===== config.mk =====
export PLATFORM = sky130hd
export DESIGN_NAME = vga_plot_scheduler_flat
export DESIGN_NICKNAME = d
export VERILOG_FILES = /design/src/rtl/vga_sched_pkg.sv /design/src/rtl/vga_plot_scheduler_if.sv /design/src/rtl/vga_plot_scheduler_enc.sv /design/src/rtl/vga_plot_scheduler.sv /design/src/flat_wrapper.sv
export SDC_FILE = /design/constraint.sdc
export NUM_CORES = 1
export LEC_CHECK = 0
export BUFFER_PORTS_ARGS = -buffer_cell sky130_fd_sc_hd__clkbuf_2
export CORE_MARGIN = 3
export CORE_UTILIZATION = 40
export DETAILED_ROUTE_END_ITERATION = 6
export PLACE_DENSITY = 0.81
export SYNTH_ARGS = -nofsm -noshare
export SYNTH_HDL_FRONTEND = slang
export SYNTH_SLANG_ARGS = --single-unit
export TNS_END_PERCENT = 1

===== constraint.sdc =====
create_clock -name clk -period 4.1 [get_ports clk]
set_input_delay 0.82 -clock clk [delete_from_list [all_inputs] [get_ports clk]]
set_output_delay 0.82 -clock clk [all_outputs]
set_load 0.02 [all_outputs]

===== src/rtl/vga_sched_pkg.sv =====
// Shared types and constants for the VGA plot scheduler: FSM encoding,
// pixel field widths and screen limits of the 320x240 adapter.
package vga_sched_pkg;

    localparam int X_W = 9;
    localparam int Y_W = 8;
    localparam int C_W = 3;

    localparam int SCREEN_W = 320;
    localparam int SCREEN_H = 240;

    typedef enum logic [1:0] {
        S_IDLE   = 2'd0,
        S_SELECT = 2'd1,
        S_BURST  = 2'd2
    } sched_state_t;

endpackage


===== src/rtl/vga_plot_scheduler_if.sv =====
// Bundle between sprite drawers (master side) and the scheduler (slave side),
// including the registered write port that feeds vga_adapter.
interface vga_plot_scheduler_if
    import vga_sched_pkg::*;
#(
    parameter int NREQ = 4
);
    logic                  frame_tick;
    logic [NREQ-1:0]       req;
    // Pixel handshake: a pixel moves only in a cycle where pix_valid[i] and
    // pix_ready[i] are both high; a drawer holds its pixel steady until then.
    logic [NREQ-1:0]       pix_valid;
    logic [NREQ-1:0]       pix_last;
    logic [X_W*NREQ-1:0]   pix_x;
    logic [Y_W*NREQ-1:0]   pix_y;
    logic [C_W*NREQ-1:0]   pix_colour;
    logic [NREQ-1:0]       grant;
    logic [NREQ-1:0]       pix_ready;
    logic                  plot;
    logic [X_W-1:0]        X;
    logic [Y_W-1:0]        Y;
    logic [C_W-1:0]        colour;
    logic                  busy;
    logic                  overrun;
    logic                  abort;

    modport master (
        output frame_tick, req, pix_valid, pix_last, pix_x, pix_y, pix_colour,
        input  grant, pix_ready, plot, X, Y, colour, busy, overrun, abort
    );

    modport slave (
        input  frame_tick, req, pix_valid, pix_last, pix_x, pix_y, pix_colour,
        output grant, pix_ready, plot, X, Y, colour, busy, overrun, abort
    );

endinterface


===== src/rtl/vga_plot_scheduler_enc.sv =====
// Lowest-set-bit encoder: picks the highest-priority pending drawer.
module plot_priority_enc #(
    parameter  int NREQ  = 4,
    localparam int IDX_W = (NREQ > 1) ? $clog2(NREQ) : 1
) (
    input  logic [NREQ-1:0]  i_vec,
    output logic [IDX_W-1:0] o_idx,
    output logic             o_none
);

    always_comb begin
        o_idx  = '0;
        o_none = 1'b1;
        // Scan downwards so the lowest set index is the one left standing.
        for (int i = NREQ - 1; i >= 0; i--) begin
            if (i_vec[i]) begin
                o_idx  = IDX_W'(i);
                o_none = 1'b0;
            end
        end
    end

endmodule


===== src/rtl/vga_plot_scheduler.sv =====
// Frame-paced arbiter sharing the single vga_adapter write port between sprite
// drawers, one full burst per drawer per frame in fixed index order.
module vga_plot_scheduler
    import vga_sched_pkg::*;
#(
    parameter int NREQ    = 4,
    parameter int MAX_PIX = 1024
) (
    input  logic                 clk,
    input  logic                 resetn,
    vga_plot_scheduler_if.slave  bus,
    output sched_state_t         o_state
);

    localparam int IDX_W = (NREQ > 1) ? $clog2(NREQ) : 1;
    localparam int CNT_W = $clog2(MAX_PIX) + 1;
    localparam logic [CNT_W-1:0] CNT_LAST = CNT_W'(MAX_PIX - 1);

    sched_state_t     r_state;
    logic [NREQ-1:0]  r_pending;
    logic [IDX_W-1:0] r_cur;
    logic [CNT_W-1:0] r_pix_cnt;
    logic             r_plot;
    logic [X_W-1:0]   r_x;
    logic [Y_W-1:0]   r_y;
    logic [C_W-1:0]   r_colour;
    logic             r_overrun;
    logic             r_abort;

    logic [IDX_W-1:0] w_sel_idx;
    logic             w_none;
    logic [NREQ-1:0]  w_grant;
    logic             w_accept;
    logic             w_last;
    logic             w_burst_end;
    logic [X_W-1:0]   w_px;
    logic [Y_W-1:0]   w_py;
    logic [C_W-1:0]   w_pc;

    plot_priority_enc #(.NREQ(NREQ)) u_enc (
        .i_vec  (r_pending),
        .o_idx  (w_sel_idx),
        .o_none (w_none)
    );

    always_comb begin
        w_grant = '0;
        if (r_state == S_BURST) w_grant[r_cur] = 1'b1;
    end

    assign w_accept    = (r_state == S_BURST) && bus.pix_valid[r_cur];
    assign w_last      = bus.pix_last[r_cur];
    // A burst without a last marker is cut off on its MAX_PIX-th pixel.
    assign w_burst_end = w_accept && (w_last || (r_pix_cnt == CNT_LAST));
    assign w_px        = bus.pix_x[int'(r_cur) * X_W +: X_W];
    assign w_py        = bus.pix_y[int'(r_cur) * Y_W +: Y_W];
    assign w_pc        = bus.pix_colour[int'(r_cur) * C_W +: C_W];

    always_ff @(posedge clk) begin
        if (!resetn) begin
            r_state   <= S_IDLE;
            r_pending <= '0;
            r_cur     <= '0;
            r_pix_cnt <= '0;
            r_plot    <= 1'b0;
            r_x       <= '0;
            r_y       <= '0;
            r_colour  <= '0;
            r_overrun <= 1'b0;
            r_abort   <= 1'b0;
        end else begin
            r_plot <= 1'b0;
            if (bus.frame_tick && (r_state != S_IDLE)) r_overrun <= 1'b1;
            case (r_state)
                S_IDLE: begin
                    if (bus.frame_tick) begin
                        r_pending <= bus.req;
                        r_state   <= S_SELECT;
                    end
                end
                S_SELECT: begin
                    if (w_none) begin
                        r_state <= S_IDLE;
                    end else begin
                        r_cur     <= w_sel_idx;
                        r_pix_cnt <= '0;
                        r_state   <= S_BURST;
                    end
                end
                S_BURST: begin
                    if (w_accept) begin
                        r_plot    <= 1'b1;
                        r_x       <= w_px;
                        r_y       <= w_py;
                        r_colour  <= w_pc;
                        r_pix_cnt <= r_pix_cnt + 1'b1;
                    end
                    if (w_burst_end) begin
                        if (!w_last) r_abort <= 1'b1;
                        r_pending[r_cur] <= 1'b0;
                        r_state          <= S_SELECT;
                    end
                end
                default: r_state <= S_IDLE;
            endcase
        end
    end

    assign bus.grant     = w_grant;
    assign bus.pix_ready = w_grant;
    assign bus.plot      = r_plot;
    assign bus.X         = r_x;
    assign bus.Y         = r_y;
    assign bus.colour    = r_colour;
    assign bus.busy      = (r_state != S_IDLE);
    assign bus.overrun   = r_overrun;
    assign bus.abort     = r_abort;
    assign o_state       = r_state;

endmodule


===== src/flat_wrapper.sv =====
// flat-port wrapper written by rule: the top's interface ports become plain ports
module vga_plot_scheduler_flat import vga_sched_pkg::*;
#(
    parameter int NREQ    = 4,
    parameter int MAX_PIX = 1024
)
  (clk, resetn, o_state, bus_frame_tick, bus_req, bus_pix_valid, bus_pix_last, bus_pix_x, bus_pix_y, bus_pix_colour, bus_grant, bus_pix_ready, bus_plot, bus_X, bus_Y, bus_colour, bus_busy, bus_overrun, bus_abort);
  vga_plot_scheduler_if #(.NREQ(NREQ)) bus_i ();
  input  logic clk;
  input  logic resetn;
  output sched_state_t o_state;
  input wire logic [$bits(bus_i.frame_tick)-1:0] bus_frame_tick;
  input wire logic [$bits(bus_i.req)-1:0] bus_req;
  input wire logic [$bits(bus_i.pix_valid)-1:0] bus_pix_valid;
  input wire logic [$bits(bus_i.pix_last)-1:0] bus_pix_last;
  input wire logic [$bits(bus_i.pix_x)-1:0] bus_pix_x;
  input wire logic [$bits(bus_i.pix_y)-1:0] bus_pix_y;
  input wire logic [$bits(bus_i.pix_colour)-1:0] bus_pix_colour;
  output wire logic [$bits(bus_i.grant)-1:0] bus_grant;
  output wire logic [$bits(bus_i.pix_ready)-1:0] bus_pix_ready;
  output wire logic [$bits(bus_i.plot)-1:0] bus_plot;
  output wire logic [$bits(bus_i.X)-1:0] bus_X;
  output wire logic [$bits(bus_i.Y)-1:0] bus_Y;
  output wire logic [$bits(bus_i.colour)-1:0] bus_colour;
  output wire logic [$bits(bus_i.busy)-1:0] bus_busy;
  output wire logic [$bits(bus_i.overrun)-1:0] bus_overrun;
  output wire logic [$bits(bus_i.abort)-1:0] bus_abort;
  assign bus_i.frame_tick = bus_frame_tick;
  assign bus_i.req = bus_req;
  assign bus_i.pix_valid = bus_pix_valid;
  assign bus_i.pix_last = bus_pix_last;
  assign bus_i.pix_x = bus_pix_x;
  assign bus_i.pix_y = bus_pix_y;
  assign bus_i.pix_colour = bus_pix_colour;
  assign bus_grant = bus_i.grant;
  assign bus_pix_ready = bus_i.pix_ready;
  assign bus_plot = bus_i.plot;
  assign bus_X = bus_i.X;
  assign bus_Y = bus_i.Y;
  assign bus_colour = bus_i.colour;
  assign bus_busy = bus_i.busy;
  assign bus_overrun = bus_i.overrun;
  assign bus_abort = bus_i.abort;
  vga_plot_scheduler #(.NREQ(NREQ), .MAX_PIX(MAX_PIX)) u_core (.clk(clk), .resetn(resetn), .bus(bus_i), .o_state(o_state));
endmodule

Word-level counts from Yosys, hierarchy flattened. Index checks and enable logic that the tools add are counted.

Eq/ne operators: 7. Add/sub/neg operators: 1. Bitwise logic cells: 4. Shift-type cells: 3. Order comparisons: 2. Multipliers: 2. Reduce and logical (&&, ||, !) cells: 16. Mux-type cells: 26.

Operators by type and width (number): $shiftx 36x32->9 (1); $shiftx 12x32->3 (1); $shiftx 32x6->8 (1); $mux 11 (2); $pmux 11 s2 (1); $mux 2 (7); $mux 4 (3); $add 11x1->11 const B (1); $eq 11x10->1 const B (1); $reduce_and 3->1 (3); $mux 1 (8); $pmux 4 s2 (1); $reduce_and 2->1 (4); $mul 2x4->6 const B (1); $pmux 2 s3 (1); $reduce_bool 2->1 (3); $and 4x4->4 (1); $bmux 1 s2 (2); $logic_and 1x1->1 (4); $mul 2x2->4 const B (1); $ne 2x1->1 const B (2); $ne 2x2->1 const B (2); $not 4->4 (1); $lt 2x3->1 const B (1); 7 further kinds (8).

Logic and storage cells: 71. Register bits: 42.

Logic depth before layout (Yosys ltp). Gate-level depths: netlist of the first run.

Depth in word-level cells: 8. Mapped depth: 8. Mapped depth without buffers: 5.

Hierarchy. A second synthesis of the first run with hierarchy kept.

Cell total of the unflattened synthesis: 223. Area, all modules: 2412.3 um^2.

Modules (own cells, without submodules): vga_plot_scheduler (instances 1, sequential area each 840.8 um^2, cells an instance 217, area each 2376.0 um^2); plot_priority_enc (instances 1, sequential area each 0.0 um^2, cells an instance 6, area each 36.3 um^2).

Least setup slack after synthesis of the first run. Ideal clock, no wire load.

Kind: flip-flop to output port. From: reg u_core.r_state[1], in the netlist u_core.o_state[1]. To: out bus_pix_ready[0]. Slack: 1747 ps. Data arrival time: 1533 ps. Stages on the path, launching flop included: 5. Path buffers: 2. Path through: dfxtp_1 or3b_1 buf_2 nor2_1 buf_4.

Word-level cells in the longest chain between the ends: 2.

RTL lines: start: declaration (RTL line vga_plot_scheduler.sv:19) `sched_state_t r_state;`; start signal: assignment (RTL line vga_plot_scheduler.sv:61) `r_state <= S_IDLE;`; start signal: assignment (RTL line vga_plot_scheduler.sv:78) `r_state <= S_SELECT;`; start signal: assignment (RTL line vga_plot_scheduler.sv:83) `r_state <= S_IDLE;`; $eq 2x2->1 (RTL line vga_plot_scheduler.sv:48) `if (r_state == S_BURST) w_grant[r_cur] = 1'b1;`; $mux 4 (RTL line vga_plot_scheduler.sv:48); end: declaration (RTL line flat_wrapper.sv:20) `output wire logic [$bits(bus_i.pix_ready)-1:0] bus_pix_ready;`.

Every way passes these cells.

Final worst setup path of the first run.
From: reg u_core.r_cur[0]. To: out bus_grant[3].

Word-level cells in the longest chain between the ends: 5.

RTL lines: start: declaration (RTL line vga_plot_scheduler.sv:21) `logic [IDX_W-1:0] r_cur;`; start signal: assignment (RTL line vga_plot_scheduler.sv:85) `r_cur <= w_sel_idx;`; $lt 2x3->1 (not written as such) / $ge 2x1->1 (equally long branches) (RTL line vga_plot_scheduler.sv:48); $logic_and 1x1->1 (not written as such) (RTL line vga_plot_scheduler.sv:48); $mux 1 (not written as such) (RTL line vga_plot_scheduler.sv:48); $demux 1 s2 *; $mux 4 * (RTL line vga_plot_scheduler.sv:48); end: declaration (RTL line flat_wrapper.sv:19) `output wire logic [$bits(bus_i.grant)-1:0] bus_grant;`.

Mark *: on every way between the ends. The rest lies on a longest branch, timed or not.

==> reports/results.txt, run 1 <==
The run finished with clean final reports. Buffers added to address setup during post-CTS repair amount to 0. Type of element capturing the critical path: a primary output. The tools report the total power of the final layout as 0.855 mW. TritonCTS built the clock tree. Hold repair after CTS inserted 0 buffers. Counting instances, the worst hold path has a depth of 2.

The cell sitting at the root of the clock tree is a clkbuf_8. The total power divided by cell area is 286 nW/um^2, and the DRC marker count from the first detailed-route iteration is 156. Count of cells resized by post-cts repair: 0.

The cell with the most instances after synthesis was nand2_1. Measured on the finished design, the core utilization comes to 56.4%. Sequential cells were found to cover 36.9% of the synthesized design area. The cell area that synthesis handed to floorplanning was 2280 um^2. For the wire length of the first global-routing pass, the log shows 9.81 mm.

Number of distinct library cells after synthesis: 39. The detailed router placed 2295 vias in this run. In the post-route analysis, the smallest setup slack over all paths is 1.36 ns. The post-route netlist has 45.4% of its cells at a drive strength greater than 1. The run gives 3.28 ns as the endpoint required time on the critical path. The worst pin sits at a relative slew slack of 39.5%.

The share of the clock period used by the worst path came out at 66.8%. The worst clock skew is 0.00952 ns. Fill cells in the final layout number 495. The die is 81.5 um wide.

Walking the worst path, the cells encountered are nand3b_1 -> nor2_1 -> clkbuf_2. In this run the deepest clock path goes through 2 buffers. The residual DRC count is 0, and the combined flip-flop and latch cell area is 842 um^2.

For this run, the slowest stage of the critical path takes 0.86 ns. The port buffer count is 128. For the worst flop-to-flop path, the logic depth is 4. OpenSTA, run right after detailed placement, puts the worst setup slack at 1.60 ns. Row generation in the floorplan step produced 26 rows. Measured along the y axis, the die boundary spans 81.5 um.

The total area inside the core boundary comes to 5300 um^2. The final-report hold violation count came out at 0. In this run the critical register-to-register path is launched from u_core.r_cur[0]. Counting every sink on the clock net gives 42. The clock slew seen by the registers of the worst setup and hold paths came out at 0.08 ns. The area growth from synthesis to layout was 31.2%; the number of antenna violations at the first check in global routing was 0. The worst hold path terminates at u_core.bus.X[5].

The class of the tightest hold or removal check is register to register. Start point of the worst min-delay path: u_core.bus.X[5]. For the pin with the worst max-slew slack, the measured transition is 0.908 ns.

The remaining global-route overflow came out at 0. Dividing the detail-routed via count by the number of cells gives 5.35. The worst voltage drop across the vdd grid was 200 uV; the flip-flop and latch count after synthesis was 42. The number of global-route vias before repair is 2078, and the antenna violation net count after detailed routing is 0. By area the synthesized netlist is led by dfxtp_1 37%, mux4_2 21%, a21oi_1 8.3%. The number of pins exceeding their max-slew limit in the final report was 0; the number of nets in the final layout was 455. Initial core utilization: 43.0%. The tools report the clock latency of the later-clocked register in the worst-skew pair as 0.29 ns.

The average instance area after synthesis was 9.38 um^2. The synthesized design contains 0 enable-type register cells. The pre-antenna-repair detailed-routing pass consisted of 4 iterations. The run gives 1.26 nW as the leakage component of the power. The worst setup path is launched from a register. The clock tree synthesis step divided the H-tree into 2 levels.

The maximum number of pins on one net before global-route repair is 42. The number of nets handed over by synthesis was 339. The arrival time of the worst setup path was 1.92 ns. Setup repair after global routing left no endpoint under its margin. The commonest cells after synthesis are 46 x nand2_1, 42 x dfxtp_1, 38 x a21oi_1, 21 x mux4_2, 10 x o21ai_0. Setup violations remaining at the end of the flow were counted as 0. The endpoint of the worst-slack reg-to-reg timing path is u_core.r_pix_cnt[10]. The logs give 129 for the boundary pin count and 0 for the number of maximum-capacitance constraint violations.

For the die area, the log shows 6640 um^2. The number of antenna diodes in the final layout is 0. In the global route stage, overall resource usage came out at 19.0%. In the synthesized netlist the async set-or-reset flop fraction comes to 0%. The cell with the biggest individual delay on the critical path was dfxtp_2.

The kind of critical path was register to primary output. Number of clock buffers inserted by TritonCTS: 5. At the end of routability-driven placement, the weighted congestion stood at 0.880. The logs give 5.16 mm for the final HPWL from detailed placement and 0 ns for the total negative slack for setup checks.

The most used flip-flop cell after synthesis is dfxtp_1. The worst path in the final design needs a cycle of 2.74 ns, including I/O delays and setup. Along the worst path, the maximum fanout reaches 25. The share of synthesized area in the top cell type comes to 36.9%. The number of warnings printed during yosys synthesis is 0, and the overall routed net length is 6.62 mm. The worst register-to-register path has a setup slack of 1.62 ns. Dividing the detail-routed wire length by the instance count gives 15.4 um. The logs give 243 for the cell count after synthesis and 365 MHz for the upper clock frequency limit. Summed over all instances, the cell type with the most area after synthesis is dfxtp_1.

The area of combinational cells with multiple inputs is 1310 um^2.
==> area by class of cell <==
class,count,share of cell area (%)
Multi-Input combinational cell,175,43.8
Sequential cell,42,28.2
Timing Repair Buffer,129,21.7
Tap cell,70,2.93
Clock buffer,5,2.30
Inverter,6,0.753
Clock inverter,2,0.335
==> how the worst max path moves through the flow <==
| stage | to | cells past startpoint | from |
|---|---|---|---|
| after CTS | bus_pix_ready[1] | 3 | u_core.r_cur[0] |
| after global placement | bus_grant[3] | 3 | u_core.r_cur[0] |
| after global routing | bus_grant[1] | 3 | u_core.r_cur[0] |
| after detailed placement | u_core.r_pix_cnt[7] | 4 | u_core.r_cur[0] |
| final | bus_grant[3] | 3 | u_core.r_cur[0] |
| after floorplan | bus_pix_ready[0] | 4 | u_core.o_state[1] |
==> power by group <==
group | switching, mW | internal [mW]
registers | 0.0170 | 0.421
clock network | 0.134 | 0.114
logic | 0.0804 | 0.0881
==> stage by stage <==
step	instances	hold slack (ns)	cell area, um^2
after floorplan	243	0.448	2280
after global placement	422	0.438	2910
after detailed placement	422	0.446	2910
after CTS	429	0.457	2990
after global routing	429	0.468	2990
final	429	0.450	2990
==> cell usage in the layout, fill, tap and decap left out, drive strengths merged <==
master / instances
o22ai: 6
ha: 1
or2: 1
nor3: 1
dfxtp: 42
and4b: 1
nor2: 7
clkinv: 2
o21a: 2
or3b: 1
or4: 4
a211oi: 1
a41oi: 1
nand3: 5
nor4: 1
a311oi: 1
nand3b: 1
nand2b: 1
nor4b: 1
mux4: 21
nand4: 2
mux2i: 3
and4: 2
and3: 2
o31ai: 3
buf: 1
or3: 6
nand2: 46
mux2: 1
nor2b: 2
o22a: 1
inv: 6
clkbuf: 133
o21ai: 10
a21o: 2
a21oi: 38
==> cell families (layout without fill, tap and decap cells) <==
logic type | after synthesis | count (layout) | share of synthesized area [%]
simple gates | 84 | 84 | 17.8
flops | 42 | 42 | 36.9
compound gates | 65 | 65 | 16.4
mux | 25 | 25 | 22.6
fa+ha+maj | 1 | 1 | 0.549
buf+inv | 26 | 142 | 5.87
==> layer usage <==
layer / up-vias / GRT usage [%] / share of wire [%]
met5: - / 0 / 0
met4: 0 / 5.41 / 0.92
met3: 6 / 2.85 / 5.8
met2: 79 / 32.0 / 52
met1: 1077 / 25.5 / 41
li1: 1133 / - / -
==> state kept, by name, indices dropped and copies added (netlist names) <==
| signal | flops |
|---|---|
| u_core.r_pix_cnt | 11 |
| u_core.bus.X | 9 |
| u_core.bus.Y | 8 |
| u_core.r_pending | 4 |
| u_core.bus.colour | 3 |
| u_core.o_state | 2 |
| u_core.r_cur | 2 |
| u_core.bus.abort | 1 |
| u_core.bus.overrun | 1 |
| u_core.bus.plot | 1 |
==> critical path, delay by kind of cell, from the launching register on <==
family / cells / cell delay (ns)
buffers and inverters: 1 / 0.20
flip-flops: 1 / 0.86
AND/OR/NAND/NOR: 2 / 0.57
Note: power is estimated with default switching activity, not from simulation.
==> run 2: changes to the inputs <==
--- a/config.mk
+++ b/config.mk
@@ -9,7 +9,7 @@
 export CORE_MARGIN = 3
 export CORE_UTILIZATION = 40
 export DETAILED_ROUTE_END_ITERATION = 6
-export PLACE_DENSITY = 0.81
+export PLACE_DENSITY = 0.84
 export SYNTH_ARGS = -nofsm -noshare
 export SYNTH_HDL_FRONTEND = slang
 export SYNTH_SLANG_ARGS = --single-unit
==> constraint.sdc (replaced) <==
create_clock -name clk -period 2.42 [get_ports clk]
set_input_delay 0.484 -clock clk [delete_from_list [all_inputs] [get_ports clk]]
set_output_delay 0.484 -clock clk [all_outputs]
set_load 0.02 [all_outputs]
==> run 2 against run 1 <==
Net effect: critical path depth up 1; register-to-register slack worse by 1.3 ns; final area up 1.5%; utilization up 0.87 points; clock-buffer cell count up 1; clock power up 90%; die area unchanged; sequential share of layout area down 0.43 points; largest cell class unchanged; combinational power up 76%.
==> reports/results.txt, run 2 (synthesized netlist as in run 1, its figures left out) <==
The run finished with clean final reports. The cell depth of the worst hold path was 3 (+1). For the upper clock frequency limit, the log shows 477 MHz.

The worst setup path is of the register to register kind. The largest incremental delay on the critical path was 0.54 ns (-0.32 ns). The worst setup path is captured at a register. The run gives 0.29 ns (about the same) as the clock latency of the later-clocked register in the worst-skew pair. The depth of the worst register-to-register path came out at 4 (unchanged). The design area is 3040 um^2 (+1.5%). The worst path uses 86.7% of the clock period. The tools report the number of antenna cells inserted as 0 (unchanged). The die extent in y works out to 81.5 um (unchanged). Number of nets in the final layout: 459 (+0.88%). The wire length of the first global-routing pass was 10.2 mm (+3.6%).

The non-filler instance count after layout is 434 (+1.2%). The leakage component of the power was 1.29 nW (+1.9%). The overall routing resource usage was 20.0% (+0.94 points); the number of clock buffers inserted by TritonCTS was 5 (unchanged). STA classifies the critical path startpoint as a register. Buffer levels on the longest clock path: 2 (unchanged). The final-report hold violation count was 0 (unchanged).

Setup repair after global routing left no endpoint under its margin. The total power divided by cell area is 495 nW/um^2 (+73%), and the number of placed instances with taps included is 426 (+0.95%). For the boundary pin count, the log shows 129 (unchanged). The run gives 0 ns (unchanged) as the total negative slack for setup checks. The worst hold path belongs to the class input pin to register. The run gives 0 (unchanged) as the residual DRC count. Largest register by flop count: u_core.r_pix_cnt.

The most common cell after layout, fill and taps aside was clkbuf_2. The largest fanout of any net on the critical path works out to 41 (+64%). The initial core utilization was 43.0% (unchanged). The maximum level of the CTS H-tree is 2 (unchanged). Width of the chip: 81.5 um (unchanged).

The tools report the post-CTS setup buffer count as 0 (unchanged). The endpoint required time on the critical path was 2.65 ns (-0.63 ns); the antenna violation net count after detailed routing was 0 (unchanged). For the quantity of hold-fixing buffers added after cts, the log shows 0 (unchanged). The run gives 495 (unchanged) as the fill cell total of the finished layout.

The average wire per standard cell was 15.3 um (-0.93%); the total power of the final layout was 1.50 mW (+76%). TritonCTS built the clock tree. The flip-flop count of the largest register, all copies and words added was 11 (unchanged); the number of cell rows was 26 (unchanged).

The port buffer count is 128 (unchanged). The logs give 72.0% (+33 points) for the relative slew slack and 0.00285 ns (-0.00667 ns) for the worst clock skew. The run gives 42 (unchanged) as the clock sink total. The final critical delay including setup and external delays is 2.10 ns, and the end-of-flow core utilization is 57.3% (+0.87 points).

Global placer's final weighted congestion: 0.829 (-5.8%). The top cell types in the final layout, fill and taps aside, are 128 x clkbuf_2, 46 x nand2_1, 41 x dfxtp_1. The largest individual stage delay along the critical path comes from the cell or4_1.

The tools report the worst voltage drop across the vdd grid as 231 uV (+16%). For the maximum number of pins on one net before global-route repair, the log shows 42 (unchanged). The remaining global-route overflow was 0 (unchanged); the arrival time of the worst setup path was 2.32 ns (+0.40 ns). The tools report the overall routed net length as 6.64 mm (+0.23%). The logs give 0 (unchanged) for the count of cells resized by post-cts repair and 2337 (+1.8%) for the number of vias after detailed routing. The total iterations of the first detailed-routing run was 4 (unchanged); the number of maximum-capacitance constraint violations was 0 (unchanged).

Walking the worst path, the cells encountered are or3b_1 -> o22a_4 -> or4_1 -> a21oi_1. The fraction of layout instances using a drive strength above 1 is 46.2% (+0.75 points), and the actual slew at the worst max-slew pin is 0.419 ns (-0.488 ns). The tightest hold margin was 0.441 ns (-0.00891 ns); the routed via count divided by cell count was 5.38 (+0.66%).

The run gives 0.330 ns (-1.27 ns) as the worst slack after detailed placement. Compared with the post-synthesis result, the final layout area differs by 33.2%. For the worst setup slack after layout, the log shows 0.322 ns (-1.04 ns). The number of global-route vias before repair is 2216 (+6.6%). For the die area, the log shows 6640 um^2 (unchanged).

The clock slew seen by the registers of the worst setup and hold paths works out to 0.08 ns (about the same). The post-detailed-placement cell area is 2940 um^2 (+1.0%), and the number of antenna violations at the first check in global routing is 0 (unchanged). For the final setup violation count, the log shows 0 (unchanged). The root cell of the clock tree was clkbuf_8. For the placeable core area, the log shows 5300 um^2 (unchanged). The logs give 5.25 mm (+1.8%) for the final HPWL from detailed placement and 91 (-42%) for the DRC marker count from the first detailed-route iteration. The run gives 0 (unchanged) as the number of pins exceeding their max-slew limit in the final report.
==> run 2: cell types whose count changed in the layout (fill, tap and decap cells not counted), sizes merged <==
| cell | delta |
|---|---|
| buf | +4 |
| clkbuf | +1 |
| clkinv | -1 |
| clkinvlp | +1 |
==> run 2: layer usage <==
metal	up-vias	GRT usage (%)	wire, um
li1	1137	-	-
met1	1089	25.3	2570
met2	101	33.6	3510
met3	10	4.82	480
met4	0	6.25	77
met5	-	0	0
==> run 2: final timing paths <==
| kind | from | endpoint | slack (ns) |
|---|---|---|---|
| setup / recovery | u_core.r_cur[0] | u_core.r_pix_cnt[10] | 0.32 |
| hold / removal | bus_frame_tick | u_core.bus.overrun | 0.44 |
| setup reg to reg | u_core.r_cur[0] | u_core.r_pix_cnt[10] | 0.32 |
| hold reg to reg | u_core.bus.X[2] | u_core.bus.X[2] | 0.45 |
==> run 2: critical path, delay by kind of cell (launching register included) <==
family / cells / cell delay, ns
AND/OR/NAND/NOR: 2 / 1.07
AO/OA/AOI/OAI: 2 / 0.54
flip-flops: 1 / 0.41
==> run 2: final cells by class <==
type | instances | area (um^2) | share of cell area [%]
well taps | 70 | 87.6 | 2.88
repair buffers | 133 | 678 | 22.3
flip-flops and latches | 42 | 842 | 27.7
multi-input cells | 175 | 1310 | 43.2
clock inverters | 2 | 12.5 | 0.412
clock buffers | 6 | 82.6 | 2.72
inverters | 6 | 22.5 | 0.742
==> run 2: power breakdown <==
group	leakage (nW)	internal [mW]	switching (mW)
clock	0.0472	0.229	0.244
combinational	0.900	0.153	0.144
sequential	0.341	0.712	0.0198
